## src/rtl/elevator_pkg.sv

```systemverilog
//----------------------------------------------------------------------------
// elevator_pkg : shared states, floor defaults and one-hot helper
// Rev 1.0
//----------------------------------------------------------------------------
`default_nettype none

package elevator_pkg;

  typedef enum logic [1:0] {
    ST_IDLE    = 2'd0,
    ST_MOVE    = 2'd1,
    ST_SERVICE = 2'd2,
    ST_FAULT   = 2'd3
  } state_t;

  localparam int DEF_NUM_FLOORS = 3;
  localparam int DEF_FLOOR_W    = 2;
  localparam int MAX_FLOORS     = 32;

  // Callers size-cast the result down to their own floor count.
  function automatic logic [MAX_FLOORS-1:0] onehot_from_index(input int unsigned idx);
    logic [MAX_FLOORS-1:0] v;
    v = (idx < MAX_FLOORS) ? (MAX_FLOORS'(1) << idx) : '0;
    return v;
  endfunction

endpackage

`default_nettype wire

```

## src/rtl/elevator_scan_select.sv

```systemverilog
//----------------------------------------------------------------------------
// elevator_scan_select : combinational SCAN target picker
// Rev 1.0
//----------------------------------------------------------------------------
`default_nettype none

module elevator_scan_select
  import elevator_pkg::*;
#(
  parameter int NUM_FLOORS = DEF_NUM_FLOORS,
  parameter int FLOOR_W    = DEF_FLOOR_W
) (
  input  logic [NUM_FLOORS-1:0] pending,
  input  logic [FLOOR_W-1:0]    current_floor,
  input  logic                  dir_up,
  output logic                  sel_valid,
  output logic [FLOOR_W-1:0]    sel_floor,
  output logic                  sel_dir_up
);

  logic               here_hit;
  logic               above_hit;
  logic               below_hit;
  logic [FLOOR_W-1:0] above_floor;
  logic [FLOOR_W-1:0] below_floor;

  always_comb begin
    here_hit    = 1'b0;
    above_hit   = 1'b0;
    below_hit   = 1'b0;
    above_floor = '0;
    below_floor = '0;
    // Ascending scan: first hit above is nearest, last hit below is nearest.
    for (int i = 0; i < NUM_FLOORS; i++) begin
      if (pending[i]) begin
        if (i == int'(current_floor)) begin
          here_hit = 1'b1;
        end else if (i > int'(current_floor)) begin
          if (!above_hit) begin
            above_hit   = 1'b1;
            above_floor = FLOOR_W'(i);
          end
        end else begin
          below_hit   = 1'b1;
          below_floor = FLOOR_W'(i);
        end
      end
    end

    sel_valid  = |pending;
    sel_floor  = current_floor;
    sel_dir_up = dir_up;
    if (!here_hit) begin
      if (dir_up) begin
        if (above_hit) begin
          sel_floor = above_floor;
        end else if (below_hit) begin
          sel_floor  = below_floor;
          sel_dir_up = 1'b0;
        end
      end else begin
        if (below_hit) begin
          sel_floor = below_floor;
        end else if (above_hit) begin
          sel_floor  = above_floor;
          sel_dir_up = 1'b1;
        end
      end
    end
  end

endmodule

`default_nettype wire

```

## src/rtl/elevator_request_scheduler.sv

```systemverilog
//----------------------------------------------------------------------------
// elevator_request_scheduler : latches calls, drives lift targets in SCAN order
// Rev 1.0
//----------------------------------------------------------------------------
`default_nettype none

module elevator_request_scheduler
  import elevator_pkg::*;
#(
  parameter int NUM_FLOORS = DEF_NUM_FLOORS,
  parameter int FLOOR_W    = DEF_FLOOR_W,
  parameter int DOOR_HOLD  = 4,
  parameter int TIMEOUT    = 64
) (
  input  logic                  clk,
  input  logic                  reset,
  input  logic [NUM_FLOORS-1:0] call_btn,
  input  logic [FLOOR_W-1:0]    current_floor,
  input  logic                  door_open,
  input  logic                  moving,
  output logic [NUM_FLOORS-1:0] req,
  output logic [FLOOR_W-1:0]    target_floor,
  output logic [NUM_FLOORS-1:0] pending,
  output logic                  dir_up,
  output logic                  busy,
  output logic                  fault
);

  localparam int TCNT_W = $clog2(TIMEOUT);
  localparam int HOLD_W = $clog2(DOOR_HOLD + 1);

  state_t                  state, state_n;
  logic [NUM_FLOORS-1:0]   req_n, pending_n, set_mask, clear_mask, target_mask;
  logic [FLOOR_W-1:0]      target_n;
  logic                    dir_n;
  logic [TCNT_W-1:0]       tcnt, tcnt_n;
  logic [HOLD_W-1:0]       hold, hold_n;
  logic                    sel_valid, sel_dir_up;
  logic [FLOOR_W-1:0]      sel_floor;
  logic                    out_of_range, arrived;
  logic                    unused_moving;

  assign unused_moving = moving;

  elevator_scan_select #(
    .NUM_FLOORS (NUM_FLOORS),
    .FLOOR_W    (FLOOR_W)
  ) u_select (
    .pending       (pending),
    .current_floor (current_floor),
    .dir_up        (dir_up),
    .sel_valid     (sel_valid),
    .sel_floor     (sel_floor),
    .sel_dir_up    (sel_dir_up)
  );

  assign out_of_range = (int'(current_floor) >= NUM_FLOORS);
  assign arrived      = (current_floor == target_floor) && door_open;
  assign target_mask  = NUM_FLOORS'(onehot_from_index(32'(target_floor)));
  assign busy         = (state != ST_IDLE);
  assign fault        = (state == ST_FAULT);

  always_comb begin
    state_n    = state;
    req_n      = req;
    target_n   = target_floor;
    dir_n      = dir_up;
    tcnt_n     = tcnt;
    hold_n     = hold;
    set_mask   = call_btn;
    clear_mask = '0;

    unique case (state)
      ST_IDLE: begin
        if (sel_valid) begin
          state_n  = ST_MOVE;
          target_n = sel_floor;
          dir_n    = sel_dir_up;
          req_n    = NUM_FLOORS'(onehot_from_index(32'(sel_floor)));
          tcnt_n   = '0;
        end
      end
      ST_MOVE: begin
        if (out_of_range) begin
          state_n = ST_FAULT;
          req_n   = '0;
        end else if (arrived) begin
          state_n    = ST_SERVICE;
          req_n      = '0;
          clear_mask = target_mask;
          hold_n     = HOLD_W'(DOOR_HOLD - 1);
        end else if (tcnt == TCNT_W'(TIMEOUT - 1)) begin
          state_n = ST_FAULT;
          req_n   = '0;
        end else begin
          tcnt_n = tcnt + TCNT_W'(1);
        end
      end
      ST_SERVICE: begin
        // Presses for the floor being served are swallowed while the door is held.
        set_mask = call_btn & ~target_mask;
        if (out_of_range) begin
          state_n = ST_FAULT;
          req_n   = '0;
        end else if (hold == '0) begin
          state_n = ST_IDLE;
        end else begin
          hold_n = hold - HOLD_W'(1);
        end
      end
      ST_FAULT: begin
        req_n = '0;
      end
    endcase

    pending_n = (pending | set_mask) & ~clear_mask;
  end

  always_ff @(posedge clk) begin
    if (reset) begin
      state        <= ST_IDLE;
      req          <= '0;
      target_floor <= '0;
      pending      <= '0;
      dir_up       <= 1'b1;
      tcnt         <= '0;
      hold         <= '0;
    end else begin
      state        <= state_n;
      req          <= req_n;
      target_floor <= target_n;
      pending      <= pending_n;
      dir_up       <= dir_n;
      tcnt         <= tcnt_n;
      hold         <= hold_n;
    end
  end

endmodule

`default_nettype wire

```

## config.mk

```make
export PLATFORM = sky130hd
export DESIGN_NAME = elevator_request_scheduler
export DESIGN_NICKNAME = d
export VERILOG_FILES = /design/src/rtl/elevator_pkg.sv /design/src/rtl/elevator_scan_select.sv /design/src/rtl/elevator_request_scheduler.sv
export SDC_FILE = /design/constraint.sdc
export NUM_CORES = 1
export LEC_CHECK = 0
export BUFFER_PORTS_ARGS = -buffer_cell sky130_fd_sc_hd__buf_4
export CAP_MARGIN = 5
export CORE_MARGIN = 5
export CORE_UTILIZATION = 45
export CTS_BUF_LIST = sky130_fd_sc_hd__clkbuf_8 sky130_fd_sc_hd__clkbuf_16
export DETAILED_ROUTE_END_ITERATION = 8
export GPL_TIMING_DRIVEN = 0
export PLACE_DENSITY_LB_ADDON = 0.08
export SLEW_MARGIN = 10
export SYNTH_ARGS = -nofsm -noshare
export SYNTH_HDL_FRONTEND = slang
export SYNTH_SLANG_ARGS = --single-unit
```

## constraint.sdc

```tcl
create_clock -name clk -period 2.3 [get_ports clk]
set_input_delay 0.46 -clock clk [delete_from_list [all_inputs] [get_ports clk]]
set_output_delay 0.46 -clock clk [all_outputs]
set_load 0.05 [all_outputs]
```

# ---- Word-level counts from Yosys, hierarchy flattened
# Cells that the tools add are included.
# W data, S select, Z words.
dict set report classes {
  order_cmp 3
  n_addsub 2
  eq_ne 17
  n_reduce_logical 15
  bitwise 6
  n_mux 71
  shift 2
}
# operator count
set op_table {}
lappend op_table {{$mux W2} 23}
lappend op_table {{$mux W3} 13}
lappend op_table {{$mux W1} 27}
lappend op_table {{$mux W6} 4}
lappend op_table {{$ne A2 B2 Y1 const B} 8}
lappend op_table {{$pmux W3 S4} 1}
lappend op_table {{$pmux W6 S2} 1}
lappend op_table {{$reduce_and A5 Y1} 2}
lappend op_table {{$add A6 B1 Y6 const B} 1}
lappend op_table {{$and A3 B3 Y3} 2}
lappend op_table {{$eq A6 B6 Y1 const B} 1}
lappend op_table {{$not A3 Y3} 2}
lappend op_table {{$pmux W2 S3} 1}
lappend op_table {{$pmux W3 S2} 1}
lappend op_table {{$reduce_and A3 Y1} 2}
lappend op_table {{$reduce_bool A2 Y1} 3}
lappend op_table {{$shl A1 B2 Y3 const A} 2}
lappend op_table {{$eq A2 B2 Y1 const A} 2}
lappend op_table {{$eq A2 B2 Y1 const B} 2}
lappend op_table {{$logic_not A2 Y1} 2}
lappend op_table {{$ne A4 B4 Y1 const B} 1}
lappend op_table {{$reduce_and A4 Y1} 1}
lappend op_table {{$logic_not A3 Y1} 1}
lappend op_table {{$ne A3 B3 Y1 const B} 1}
lappend op_table {{other kinds (12)} 12}
dict set report totals {
  register_bits 20
}

# ---- Depth between registers and ports, before layout
# Gate-level depths: netlist (run 1).
dict set report depth {
  depth_word 16
  ltp_mapped 7
}

# ---- Cells and area by module
# From an unflattened synthesis (run 1), not the netlist that was laid out.
dict set report unflattened {
  cells_unflattened 147
  hier_area_um2 1271.2
}
# module area_per_inst_um2 cells_per_inst seq_area_each_um2 instances
set by_module_without_submodules {}
lappend by_module_without_submodules {elevator_request_scheduler 1156.1 129 400.4 1}
lappend by_module_without_submodules {elevator_scan_select 115.1 18 0.0 1}

# ---- Worst setup path before layout (run 1)
# Ideal clock, no wire load.
dict set report synth_path {
  kind {register -> register}
  from {register pending[0]}
  to {register req[2]}
  n_path_buf 0
  setup_slack_ps 371
  synth_period_minus_slack_ps 1929
  stages_incl_launch_ff 6
  t_arrival_ps 1858
  required_ps 2230
  cell_sequence {dfxtp_1 -> or3b_1 -> a32oi_2 -> nand2_1 -> or3_1 -> a21oi_1}
}
dict set report synth_between {
  elab_chain_cells 14
  elab_cells_between_ends 23
  cone_classes {eq/ne (1); shift (1); mux (19); reduce/logical (2)}
}
# element line_no
set synth_rtl {}
lappend synth_rtl {{start: declaration} elevator_request_scheduler.sv:23} ;# output logic [NUM_FLOORS-1:0] pending,
lappend synth_rtl {{start signal: assignment} elevator_request_scheduler.sv:132} ;# pending <= pending_n;
lappend synth_rtl {{$mux W1} elevator_scan_select.sv:35} ;# if (pending[i]) begin
lappend synth_rtl {{$mux W1} elevator_scan_select.sv:38} ;# end else if (i > int'(current_floor)) begin
lappend synth_rtl {{$mux W1} elevator_scan_select.sv:36} ;# if (i == int'(current_floor)) begin
lappend synth_rtl {{$mux W1} elevator_scan_select.sv:35}
lappend synth_rtl {{$mux W1} elevator_scan_select.sv:38}
lappend synth_rtl {{$mux W1} elevator_scan_select.sv:36}
lappend synth_rtl {{$mux W1} elevator_scan_select.sv:35}
lappend synth_rtl {{$mux W2} elevator_scan_select.sv:57} ;# end else if (below_hit) begin
lappend synth_rtl {{$mux W2} elevator_scan_select.sv:55} ;# if (above_hit) begin
lappend synth_rtl {{$mux W2} elevator_scan_select.sv:54} ;# if (dir_up) begin
lappend synth_rtl {{$mux W2} elevator_scan_select.sv:53} ;# if (!here_hit) begin
lappend synth_rtl {{$shl A1 B2 Y3} elevator_pkg.sv:23} ;# v = (idx < MAX_FLOORS) ? (MAX_FLOORS'(1) << idx) : '0;
lappend synth_rtl {{$mux W3} elevator_request_scheduler.sv:75} ;# if (sel_valid) begin
lappend synth_rtl {{$pmux W3 S4} elevator_request_scheduler.sv:73} ;# unique case (state)
lappend synth_rtl {{end signal: assignment} elevator_request_scheduler.sv:130} ;# req <= req_n;
lappend synth_rtl {{end: declaration} elevator_request_scheduler.sv:21} ;# output logic [NUM_FLOORS-1:0] req,
# Several ways; a longest one is shown, not always the timed one. The select of a mux whose other input is x is not followed.
# A chain may end at the register's enable or synchronous reset.

# ---- Worst setup path after layout (run 1)
dict set report layout_path {
  from {register state[0]}
  to {register state[1]}
}
dict set report layout_between {
  elab_chain_cells 3
  elab_cells_between_ends 9
  cone_classes {eq/ne (5); mux (1); reduce/logical (3)}
}
# element line_no
set layout_rtl {}
lappend layout_rtl {{start: declaration} elevator_request_scheduler.sv:32} ;# state_t state, state_n;
lappend layout_rtl {{start signal: assignment} elevator_request_scheduler.sv:129} ;# state <= state_n;
lappend layout_rtl {{$eq A2 B1 Y1 (tied with other cells)} elevator_request_scheduler.sv:73}
lappend layout_rtl {{$ne A4 B4 Y1 (no source line) (tied with other cells)} -}
lappend layout_rtl {{$reduce_and A4 Y1 (no source line)} -}
# Several ways; a longest one is shown, not always the timed one.

==> impl_metrics.tcl, run 1 <==
set metrics [dict create \
    final_cell_mix "dfxtp_1, buf_4, a21oi_1" \
    wl_per_cell_um 14.51 \
    fin_worst_skew_ns 0.001529 \
    num_antenna_cells 0 \
    worst_pin_slew_ns 0.5313 \
    setup_viol 0 \
    drt-total-wl_mm 2.974 \
    slowest_delay_ns 0.39 \
    core.rowCount 19 \
    cpMaxStageDelayCell "dfxtp_1" \
    crit_buf_inv 2 \
    core_um2 2710 \
    cts_max_level 1 \
    power.switching_uw 738.7 \
    peakVddDrop_mv 0.7730 \
    pin_count 20 \
    ant_nets 0 \
    syn_inst 154 \
    relSlewSlack_pct 64.58 \
    hold_depth 2 \
    drt_iter0_drc 36 \
    drt_pass1_iterations 4 \
    synth_seq_cells 20 \
    avgSynthCellArea_um2 8.092 \
    hold_viol 0 \
    cp_cell_sequence "inv_1 -> ha_1 -> clkbuf_1 -> a311oi_1 -> o21ai_1 -> or3b_1 -> a21oi_1" \
    clockPowerShare_pct 14.5 \
    finalWeightedCongestion 0.8098 \
    syn_nets 171 \
    cts_made_buffers 3 \
    ys_warn_count 0 \
    fillers 263 \
    fin_area_um2 1454 \
    place_area_um2 1413 \
    yosysUniqueCellTypes 37 \
    arrival_ns 2.19 \
    worstReg2RegStart "state[0]" \
    place.port_buffers 17 \
    syn_to_final_growth_pct 16.67 \
    grt_usage_pct 14.50 \
    grt_pass1_vias 1031 \
    critPathLaunchType "flop" \
    cts_tree "built" \
    cts_buffer_depth 2 \
    final-max-slew-violation-count 0 \
    initial_core_util_pct 45.98 \
    cts.clk_slew.worst_paths_ns 0.07 \
    cp-end-kind "flop" \
    antenna_found_initial 0 \
    period_needed_ns 2.005 \
    drc 0 \
    fmax_mhz 498.8 \
    cp.depth 7 \
    synth-edff-count 0 \
    mostFrequentLayoutCell "dfxtp_1" \
    finalNetCount 193 \
    vias 1208 \
    root_buffer "clkbuf_8" \
    routed_via_density 5.893 \
    r2r-end "state[1]" \
    rr_worst_depth 7 \
    power_leakage_uw 0.0005798 \
    swShare_pct 47.21 \
    reg2reg_slack_ns 0.30 \
    numClockSinks 20 \
    outcome "completed" \
    grt_max_degree 11 \
    grt-ovfl-total 0 \
    syn_area_um2 1246 \
    rsz0062_at_grt "no" \
    post-place-cells 202 \
    hold_class "reg2reg" \
    powerDensity_nw_per_um2 1076 \
    dieArea_um2 3922 \
    synthArstFlopShare_pct 0 \
    setup_tns_ns 0 \
    maxCapViolations 0 \
    postCtsSetupBuffers 0 \
    die_x_um 62.63 \
    cp_max_fo 10 \
    place_hpwl_mm 2.235 \
    stdcell_count 205 \
    ctsHoldBuffers 0 \
    fp.dieH_um 62.63 \
    holdPathEnd "req[2]" \
    seqPwrFrac_pct 31.3 \
    p_int_uw 825.9 \
    cts_resized 0 \
    grt_pass1_wl_mm 4.733 \
    required_ns 2.49 \
    ys_seq_area_share_pct 32.13 \
    drive_above_1_share_pct 14.94 \
    cpLargestDelayFamily "compound AO/OA/AOI/OAI gates" \
    p_comb_share_pct 54.3 \
    critical_path_class "reg2reg" \
    min-delay-start "req[2]" \
    ys.flop_type "dfxtp_1" \
    clock_latency_ns 0.26 \
    fin_crit_sh_pct 87.16 \
]
## cell families (layout without fill, tap and decap cells)
logic type / after synthesis / after routing / synth area share (%)
XOR/XNOR: 2 / 2 / 1.406
buffers and inverters: 16 / 36 / 5.020
multiplexers: 6 / 6 / 4.819
AO/OA/AOI/OAI: 42 / 42 / 23.09
flip-flops: 20 / 20 / 32.13
AND/OR/NAND/NOR: 60 / 60 / 25.50
adder cells (fa/ha/maj): 8 / 8 / 8.032
## synthesized netlist by cell type, types with 2 or more instances
master	n	area [um^2]
o21ai_1	2	10.01
mux2i_1	6	60.06
nand3_1	10	50.05
clkbuf_1	5	18.77
or3_1	5	31.28
buf_2	2	10.01
inv_1	9	33.78
xnor2_1	2	17.52
a21boi_0	2	15.01
a21oi_1	15	75.07
ha_1	8	100.1
nand2_1	12	45.04
nor2_1	14	52.55
nand2b_1	4	25.02
o21ai_0	3	15.01
dfxtp_1	20	400.4
and3_1	4	25.02
nand3b_1	2	15.01
a311oi_1	2	17.52
or3b_1	2	17.52
a211oi_1	5	37.54
a31oi_1	4	25.02
nor2b_1	2	12.51
## registers in the layout, indices dropped and copies added, names as in the netlist
register / cells
dir_up: 1
hold: 3
tcnt: 6
target_floor: 2
state: 2
req: 3
pending: 3
## power groups by stage
stage	sequential (uW)	combinational (uW)	clock [uW]
finish	489	849	227
global route	504	915	255
CTS	488	844	233
detailed placement	496	839	0
global placement	492	823	0
floorplan	596	525	0
## metal layers
layer / GRT usage, % / vias up / wire length, um / share of wire [%]
met5: 0 / - / 0 / 0
met4: 6.366 / 0 / 49 / 1.6
met3: 1.978 / 5 / 113 / 3.8
met2: 22.80 / 24 / 1325 / 45
met1: 19.59 / 577 / 1485 / 50
li1: - / 602 / - / -
## through the flow
step | util [%] | hold slack (ns) | total power [uW] | setup slack, ns
floorplan | - | 0.4309 | 1121 | 0.3713
global placement | 52.12 | 0.4389 | 1315 | 0.3798
detailed placement | 52.12 | 0.4581 | 1335 | 0.3368
CTS | 53.65 | 0.4681 | 1565 | 0.3048
global route | 53.65 | 0.4747 | 1675 | 0.1945
finish | 53.65 | 0.4710 | 1565 | 0.2953
## layout make-up
class	count	area, um^2	share of cell area [%]
clock buffers	3	41.29	2.840
repair buffers	17	127.6	8.778
multi-input cells	118	783.3	53.87
plain buffers	7	28.78	1.979
well taps	31	38.79	2.668
inverters	9	33.78	2.324
flip-flops and latches	20	400.4	27.54
## worst register-to-register path, cell delays in order, from the launching register on
cell,delay [ns]
dfxtp_1,0.39
inv_1,0.10
ha_1,0.23
clkbuf_1,0.25
a311oi_1,0.28
o21ai_1,0.17
or3b_1,0.39
a21oi_1,0.14
## how the worst max path moves through the flow
| stage | start | end | slack [ns] |
|---|---|---|---|
| floorplan | pending[0] | req[2] | 0.37 |
| global placement | state[1] | tcnt[5] | 0.38 |
| detailed placement | state[0] | state[1] | 0.34 |
| CTS | state[0] | state[1] | 0.30 |
| global route | state[0] | state[1] | 0.19 |
| finish | state[0] | state[1] | 0.30 |
(Power assumes the default switching activity.)
==> run 2: changes to the inputs <==
==> constraint.sdc (replaced) <==
create_clock -name clk -period 1.9 [get_ports clk]
set_input_delay 0.38 -clock clk [delete_from_list [all_inputs] [get_ports clk]]
set_output_delay 0.38 -clock clk [all_outputs]
set_load 0.05 [all_outputs]
==> impl_metrics.tcl, run 2 (same netlist as run 1, synthesis figures left out) <==
set metrics [dict create \
    period_needed_ns 1.805 \
    grt_usage_pct 14.50 \
    cts_max_level 1 \
    hold_class "in2reg" \
    grt_pass1_vias 1016 \
    critPathLaunchType "flop" \
    cts_tree "built" \
    cp-end-kind "flop" \
    clockPowerShare_pct 16.4 \
    core_um2 2710 \
    final-max-slew-violation-count 0 \
    routed_via_density 5.699 \
    root_buffer "clkbuf_8" \
    drive_above_1_share_pct 23.43 \
    vias 1174 \
    stdcell_count 206 \
    initial_core_util_pct 45.98 \
    maxCapViolations 0 \
    syn_to_final_growth_pct 22.39 \
    mostFrequentLayoutCell "buf_4" \
    clock_latency_ns 0.26 \
    num_antenna_cells 0 \
    cts_made_buffers 3 \
    grt-ovfl-total 0 \
    top_register "tcnt" \
    hold_viol 0 \
    cts.clk_slew.worst_paths_ns 0.08 \
    grt_max_degree 12 \
    wl_per_cell_um 14.36 \
    relSlewSlack_pct 64.87 \
    fp.dieH_um 62.63 \
    p_comb_share_pct 54.3 \
    multiInputGateArea_um2 824.5 \
    dieArea_um2 3922 \
    drt_iter0_drc 30 \
    die_x_um 62.63 \
    cts_buffer_depth 2 \
    power.switching_uw 938.1 \
    peakVddDrop_mv 0.8932 \
    ff_latch_area_um2 404.1 \
    pin_count 20 \
    largest_reg_flops 6 \
    critical_path_class "reg2reg" \
    p_int_uw 1100 \
    fmax_mhz 554.0 \
    arrival_ns 1.99 \
    powerDensity_nw_per_um2 1336 \
    final_util_pct 56.28 \
    finalNetCount 193 \
    swShare_pct 46.04 \
    ant_nets 0 \
    seqPwrFrac_pct 29.3 \
    grt_pass1_wl_mm 4.774 \
    numClockSinks 20 \
    cp_max_fo 10 \
    required_ns 2.09 \
    core.rowCount 19 \
    outcome "completed" \
    setup_viol 0 \
    fin_worst_skew_ns 0.002217 \
    fin_crit_sh_pct 95.00 \
    place_hpwl_mm 2.171 \
    drt-total-wl_mm 2.958 \
    final_cell_mix "buf_4, dfxtp_1, nor2_1" \
    finalWeightedCongestion 0.7893 \
    drt_pass1_iterations 4 \
    drc 0 \
    place.port_buffers 17 \
    worst_pin_slew_ns 0.5269 \
    antenna_found_initial 0 \
    post-place-cells 202 \
    power_leakage_uw 0.0006093 \
    fillers 257 \
]
run 2: metal layers:
layer	track usage [%]	wire (um)	up-vias	share of wire, %
li1	-	-	604	-
met1	20.24	1477	542	50
met2	21.76	1279	23	43
met3	3.417	158	5	5.3
met4	4.775	41	0	1.4
met5	0	0	-	0
run 2: final cells by class:
| type | instances | share of cell area, % |
|---|---|---|
| multi-input combinational | 118 | 54.06 |
| sequential | 20 | 26.50 |
| timing repair buffer | 18 | 8.860 |
| clock buffer | 4 | 3.610 |
| tap | 31 | 2.543 |
| buffer | 6 | 2.215 |
| inverter | 9 | 2.215 |
run 2: worst paths after layout:
check / slack [ns] / startpoint / cells past startpoint / end
max: 0.1 / state[0] / 7 / state[1]
min: 0.39 / reset / 3 / tcnt[3]
max reg2reg: 0.1 / state[0] / 7 / state[1]
min reg2reg: 0.46 / req[2] / 2 / req[2]
run 2: metrics by stage:
step / worst slack (ns) / hold WS (ns) / total power, uW / area [um^2] / TNS, ns
after floorplan: 0.08632 / 0.4309 / 1358 / 1247 / 0
after global placement: -0.006352 / 0.4386 / 1590 / 1414 / -0.01235
after detailed placement: -0.04594 / 0.4533 / 1614 / 1414 / -0.05956
after CTS: 0.01072 / 0.3897 / 1959 / 1476 / 0
after global routing: -0.01989 / 0.3882 / 2188 / 1525 / -0.01989
final: 0.09502 / 0.3886 / 2038 / 1525 / 0
run 2: timing repair:
item	in CTS	in global routing
endpoints found under the setup margin	4	11
cloned	0	0
hold buffers	0	0
pin swaps	0	4
gates resized for setup	4	12
setup buffers	0	1
run 2: power by group through the flow:
| stage | clock [uW] | combinational (uW) | sequential (uW) |
|---|---|---|---|
| 4_1_cts | 339 | 1030 | 591 |
| 3_3_place_gp | 0 | 994 | 596 |
| 2_1_floorplan | 0 | 635 | 722 |
| 6_report | 334 | 1110 | 596 |
| 3_5_place_dp | 0 | 1010 | 601 |
| 5_1_grt | 364 | 1210 | 612 |
run 2: critical path: stages, from the launching register on:
cell and delay (ns):
dfxtp_2 0.36, inv_1 0.08, ha_1 0.24, buf_6 0.16
a311oi_2 0.28, o21ai_2 0.12, or3b_1 0.36, a21oi_1 0.14
